<file path="src/rtl/dapa_pkg.sv">
// rtl/dapa_pkg.sv - shared widths and loader state encoding for the program memory
package dapa_pkg;

  // Default instruction word width and word address width.
  localparam int DATA_W_DEF = 16;
  localparam int ADDR_W_DEF = 8;

  // Loader sequencing: wait for a start, stream words in, pulse completion.
  typedef enum logic [1:0] {
    IDLE = 2'd0,
    LOAD = 2'd1,
    DONE = 2'd2
  } ld_state_t;

endpackage

</file>
<file path="src/rtl/prog_mem_loader.sv">
// rtl/prog_mem_loader.sv - program load sequencer: write pointer, length and load status
module prog_mem_loader
  import dapa_pkg::*;
#(
  parameter int DATA_W = DATA_W_DEF,
  parameter int ADDR_W = ADDR_W_DEF
) (
  input  logic              clk,
  input  logic              reset_n,
  input  logic              ld_start,
  input  logic              ld_valid,
  input  logic [DATA_W-1:0] ld_data,
  input  logic              ld_last,
  output logic              ld_ready,
  output logic              ld_done,
  output logic              ld_overflow,
  output logic [ADDR_W:0]   prog_len,
  output logic              busy,
  output logic              mem_we,
  output logic [ADDR_W-1:0] mem_waddr,
  output logic [DATA_W-1:0] mem_wdata
);

  localparam logic [ADDR_W:0] LEN_ONE = {{ADDR_W{1'b0}}, 1'b1};

  ld_state_t         state;
  ld_state_t         state_d;
  logic [ADDR_W-1:0] wp;
  logic              beat;
  logic              at_end;
  logic              start_take;

  // Status outputs are pure decodes of the state so they are correct straight out of reset.
  always_comb begin
    ld_ready   = (state == LOAD);
    busy       = (state != IDLE);
    ld_done    = (state == DONE);
    beat       = (state == LOAD) && ld_valid;
    at_end     = &wp;
    start_take = (state == IDLE) && ld_start;
    mem_we     = beat;
    mem_waddr  = wp;
    mem_wdata  = ld_data;
  end

  // Next-state: a beat into the last slot ends the load even without ld_last.
  always_comb begin
    state_d = state;
    unique case (state)
      IDLE: if (ld_start) state_d = LOAD;
      LOAD: if (beat && (ld_last || at_end)) state_d = DONE;
      DONE: state_d = IDLE;
      default: state_d = IDLE;
    endcase
  end

  // State register.
  always_ff @(posedge clk or negedge reset_n) begin
    if (!reset_n) state <= IDLE;
    else          state <= state_d;
  end

  // Write pointer, loaded length and sticky overflow flag.
  always_ff @(posedge clk or negedge reset_n) begin
    if (!reset_n) begin
      wp          <= '0;
      prog_len    <= '0;
      ld_overflow <= 1'b0;
    end else if (start_take) begin
      wp          <= '0;
      prog_len    <= '0;
      ld_overflow <= 1'b0;
    end else if (beat) begin
      wp       <= wp + 1'b1;
      prog_len <= {1'b0, wp} + LEN_ONE;
      if (at_end && !ld_last) ld_overflow <= 1'b1;
    end
  end

endmodule

</file>
<file path="src/rtl/prog_mem.sv">
// rtl/prog_mem.sv - loadable instruction memory with a single-cycle fetch port
module prog_mem
  import dapa_pkg::*;
#(
  parameter int DATA_W = DATA_W_DEF,
  parameter int ADDR_W = ADDR_W_DEF
) (
  input  logic              clk,
  input  logic              reset_n,
  input  logic              fetch_req,
  input  logic [ADDR_W-1:0] fetch_addr,
  output logic [DATA_W-1:0] fetch_data,
  output logic              fetch_valid,
  output logic              busy,
  input  logic              ld_start,
  input  logic              ld_valid,
  input  logic [DATA_W-1:0] ld_data,
  input  logic              ld_last,
  output logic              ld_ready,
  output logic              ld_done,
  output logic              ld_overflow,
  output logic [ADDR_W:0]   prog_len
);

  localparam int DEPTH = 2 ** ADDR_W;

  logic [DATA_W-1:0] mem [DEPTH];
  logic              mem_we;
  logic [ADDR_W-1:0] mem_waddr;
  logic [DATA_W-1:0] mem_wdata;
  logic              fetch_take;
  logic              fetch_hit;

  prog_mem_loader #(
    .DATA_W (DATA_W),
    .ADDR_W (ADDR_W)
  ) u_loader (
    .clk         (clk),
    .reset_n     (reset_n),
    .ld_start    (ld_start),
    .ld_valid    (ld_valid),
    .ld_data     (ld_data),
    .ld_last     (ld_last),
    .ld_ready    (ld_ready),
    .ld_done     (ld_done),
    .ld_overflow (ld_overflow),
    .prog_len    (prog_len),
    .busy        (busy),
    .mem_we      (mem_we),
    .mem_waddr   (mem_waddr),
    .mem_wdata   (mem_wdata)
  );

  // A fetch is taken only when idle and not losing to a simultaneous load start;
  // words beyond the loaded length read as zero so stale contents never leak out.
  always_comb begin
    fetch_take = fetch_req && !busy && !ld_start;
    fetch_hit  = ({1'b0, fetch_addr} < prog_len);
  end

  // Storage array is left unreset; prog_len gates its visibility instead.
  always_ff @(posedge clk) begin
    if (mem_we) mem[mem_waddr] <= mem_wdata;
  end

  // Fetch response register: valid pulses one cycle after a taken request, data holds otherwise.
  always_ff @(posedge clk or negedge reset_n) begin
    if (!reset_n) begin
      fetch_valid <= 1'b0;
      fetch_data  <= '0;
    end else begin
      fetch_valid <= fetch_take;
      if (fetch_take) fetch_data <= fetch_hit ? mem[fetch_addr] : '0;
    end
  end

endmodule

</file>
<file path="config.mk">
export PLATFORM = sky130hd
export DESIGN_NAME = prog_mem
export DESIGN_NICKNAME = d
export VERILOG_FILES = /design/src/rtl/dapa_pkg.sv /design/src/rtl/prog_mem_loader.sv /design/src/rtl/prog_mem.sv
export SDC_FILE = /design/constraint.sdc
export NUM_CORES = 2
export LEC_CHECK = 0
export BUFFER_PORTS_ARGS = -buffer_cell sky130_fd_sc_hd__buf_2
export CAP_MARGIN = 25
export CORE_MARGIN = 3
export CORE_UTILIZATION = 65
export CTS_BUF_LIST = sky130_fd_sc_hd__clkbuf_8
export CTS_CLUSTER_SIZE = 16
export DETAILED_ROUTE_END_ITERATION = 8
export PLACE_DENSITY_LB_ADDON = 0.05
export SLEW_MARGIN = 15
export SYNTH_ARGS = -nofsm -noshare
export SYNTH_HDL_FRONTEND = slang
export SYNTH_SLANG_ARGS = --single-unit
</file>
<file path="constraint.sdc">
create_clock -name clk -period 4.2 [get_ports clk]
set_input_delay 0.84 -clock clk [delete_from_list [all_inputs] [get_ports clk]]
set_output_delay 0.84 -clock clk [all_outputs]
set_load 0.02 [all_outputs]
</file>
==> results.sh <==
export IMPL_crit_end="fetch_data[15]$_DFFE_PN0P_"
export IMPL_reg2reg_depth=5
export IMPL_core_region_area_um2=243000
export IMPL_placedCellCount=10922
export IMPL_ys_flop_type="edfxtp_1"
export IMPL_fmax_mhz=275
export IMPL_fin_skew_ns=0.0703
export IMPL_rr_startpoint="u_loader.mem_waddr[3]$_DFFE_PN0P_"
export IMPL_postCtsResizedCells=0
export IMPL_tns_ns=0
export IMPL_leakagePower_nw=59.3
export IMPL_numCtsBuffers=649
export IMPL_die_area_um2=251000
export IMPL_grt_pass1_wl_um=641000
export IMPL_cp_end_kind="register"
export IMPL_avgSynthCellArea_um2=21.7
export IMPL_slew_violations=0
export IMPL_dr_total_vias=84431
export IMPL_overflow=0
export IMPL_clk_latency_ns=1.11
export IMPL_hold_class="input port to async pin"
export IMPL_crit_fanout=22
export IMPL_r2r_end="mem[42][8]$_DFFE_PP_"
export IMPL_yosys_top_cells_area="edfxtp_1 (77%), mux4_2 (13%), mux2i_1 (2.7%), nor2_1 (0.81%), a22oi_1 (0.69%)"
export IMPL_synth_top_area_cell="edfxtp_1"
export IMPL_holdBufCountCts=3
export IMPL_yosys_top_cells_count="edfxtp_1 (4,096), mux4_2 (907), mux2i_1 (430)"
export IMPL_initial_core_util_pct=65.4
export IMPL_slew_headroom_pct=19.3
export IMPL_ys_seq_area_share_pct=77.7
export IMPL_routabilityCongestion=0.933
export IMPL_critPathLaunch="fetch_addr[4]"
export IMPL_drt_iter0_drc=13634
export IMPL_drive_gt1_share_pct=30.3
export IMPL_fin_cells=12067
export IMPL_synth_cells=7331
export IMPL_path_clk_slew_ns=0.06
export IMPL_top_usage_layer="met2"
export IMPL_cts_setup_buffers=0
export IMPL_drtPass1Iterations=7
export IMPL_grt_usage_pct=37.0
export IMPL_fin_crit_sh_pct=86.4
export IMPL_synth_edff_count=4096
export IMPL_period_needed_ns=3.63
export IMPL_r2r_setup_slack_ns=0.62
export IMPL_wire_per_inst_um=37.9
export IMPL_cp_start_kind="input port"
export IMPL_antenna_found_initial=26
export IMPL_async_flop_share_pct=0.703
export IMPL_grt_use_met1_pct=52.6
export IMPL_ys_ff_latch=4125
export IMPL_io_buffers=59
export IMPL_setup_viol=0
export IMPL_arrival_ns=4.58
export IMPL_yosysTopAreaCellShare_pct=77.2
export IMPL_ir_drop_uv=384
export IMPL_ys_warn_count=0
export IMPL_finish_utilization_pct=74.1
export IMPL_cts_root_buf="clkbuf_8"
export IMPL_rows=181
export IMPL_clkSinkCount=4125
export IMPL_fin_nets=8417
export IMPL_viasPerCell=7.00
export IMPL_yosysMostFrequentCell="edfxtp_1"
export IMPL_clk_path_buf_depth=4
export IMPL_synth_cell_type_count=76
export IMPL_ant_nets=0
export IMPL_hold_viol_final=0
export IMPL_num_io_pins=60
export IMPL_grtUsageMet3_pct=9.95
export IMPL_grt_pass1_vias=83628
export IMPL_die_x_um=501
export IMPL_critPathRequiredTime_ns=5.15
export IMPL_worst_pin_slew_ns=1.20
export IMPL_cts_tree="built"
export IMPL_rsz0062_at_grt="false"
export IMPL_maxCapViolCount=0
export IMPL_drc=0
export IMPL_power_density_nw_per_um2=449
export IMPL_htree_levels=6
export IMPL_wl_um=457000
export IMPL_synth_area_um2=159000
export IMPL_crit_type="input port to register"
export IMPL_grt_max_degree=155
export IMPL_synth_nets=7372
export IMPL_hpwl_um=286000
export IMPL_num_fill_cells=13794
export IMPL_status="finished clean"
export IMPL_die_h_um=501
export IMPL_met2_usage_pct=54.4
export IMPL_area_growth_pct=13.3
-- cells by family (layout without fill, tap and decap cells) --
family                     Yosys count  after routing  synth area share [%]
and+or+nand+nor                    726            726                  2.05
adders and majority gates           11             11                0.0864
AOI/OAI and AO/OA                  650            650                  2.87
muxes                             1371           1371                  15.8
DFF                               4125           4125                  77.7
xor gates and xnor gates             6              6                0.0330
other                                0             17                     0
buffers and inverters              442           1959                  1.49
-- layout make-up --
cell class / instances / area [um^2] / area share [%]
sequential: 4125 / 124000 / 68.6
multi-input combinational: 2764 / 33600 / 18.6
clock buffer: 666 / 9170 / 5.08
timing repair buffer: 821 / 7510 / 4.16
tap: 3202 / 4010 / 2.22
clock inverter: 457 / 2230 / 1.23
inverter: 15 / 68.8 / 0.0382
antenna: 17 / 42.5 / 0.0236
-- power breakdown --
part	switching, mW	total [mW]	internal [mW]
logic	3.26	4.96	1.71
registers	0.0759	45.4	45.4
clock network	15.3	30.5	15.2
-- routing by layer --
layer	wire (um)	share of wire [%]
met5	97	0.021
met4	26400	5.8
met3	61000	13
met2	208000	46
met1	161000	35
-- registers in the layout, indices dropped and copies added, names as in the netlist --
| register | flops |
|---|---|
| u_loader.mem_waddr | 7 |
| fetch_data | 16 |
| fetch_valid | 1 |
| mem | 4096 |
| u_loader.prog_len | 2 |
| u_loader.state | 2 |
| u_loader.ld_overflow | 1 |
-- worst min-delay path by stage --
stage	start	endpoint	slack, ns	cells past startpoint
after floorplan	u_loader.state[1]$_DFFE_PN0P_	u_loader.state[0]$_DFFE_PN0P_	0.45	1
after global placement	u_loader.state[1]$_DFFE_PN0P_	u_loader.state[0]$_DFFE_PN0P_	0.47	1
after detailed placement	u_loader.state[1]$_DFFE_PN0P_	u_loader.state[0]$_DFFE_PN0P_	0.49	1
after CTS	ld_valid	u_loader.state[0]$_DFFE_PN0P_	0.007	4
after global routing	reset_n	u_loader.state[0]$_DFFE_PN0P_	0.11	2
final	reset_n	u_loader.ld_overflow$_DFFE_PN0P_	0.15	2
-- worst max-delay path, stage by stage --
cell and delay [ns]:
clkbuf_8 0.31, buf_12 0.27, buf_12 0.20, nor4bb_2 0.94, buf_4 0.31, a22oi_1 0.11, nand4_1 0.12, nor3_1 0.05
o21ai_0 0.64, buf_4 0.27, a2bb2oi_1 0.06, or3_1 0.37
-- cells in the final DEF, fill, tap and decap left out, drive strengths merged, types with 15 or more instances in the layout --
cell,Yosys,routed
and2,24,24
nand4,28,28
nor3,19,19
clkbuf,144,683
nand2,174,174
a31oi,17,17
nand3,66,66
o221ai,41,41
mux4,909,909
a21oi,100,100
buf,283,801
a32oi,20,20
clkinv,2,204
dfrtp,29,29
a22o,28,28
diode,0,17
a221oi,49,49
nor2b,16,16
o21ai,86,86
edfxtp,4096,4096
a22oi,147,147
o22ai,73,73
nor2,342,342
mux2i,430,430
mux2,32,32
nand2b,15,15
inv,13,246
-- metrics by stage --
stage / worst slack, ns / cell area [um^2] / power (mW) / hold slack (ns)
after floorplan: 1.01 / 159000 / 48.5 / 0.446
after global placement: -0.326 / 169000 / 51.1 / 0.465
after detailed placement: -0.358 / 169000 / 51.1 / 0.489
after CTS: 0.682 / 180000 / 81.1 / 0.00672
after global routing: 0.562 / 180000 / 83.2 / 0.114
final: 0.569 / 180000 / 80.9 / 0.146
Power figures use the tool's default switching activity.
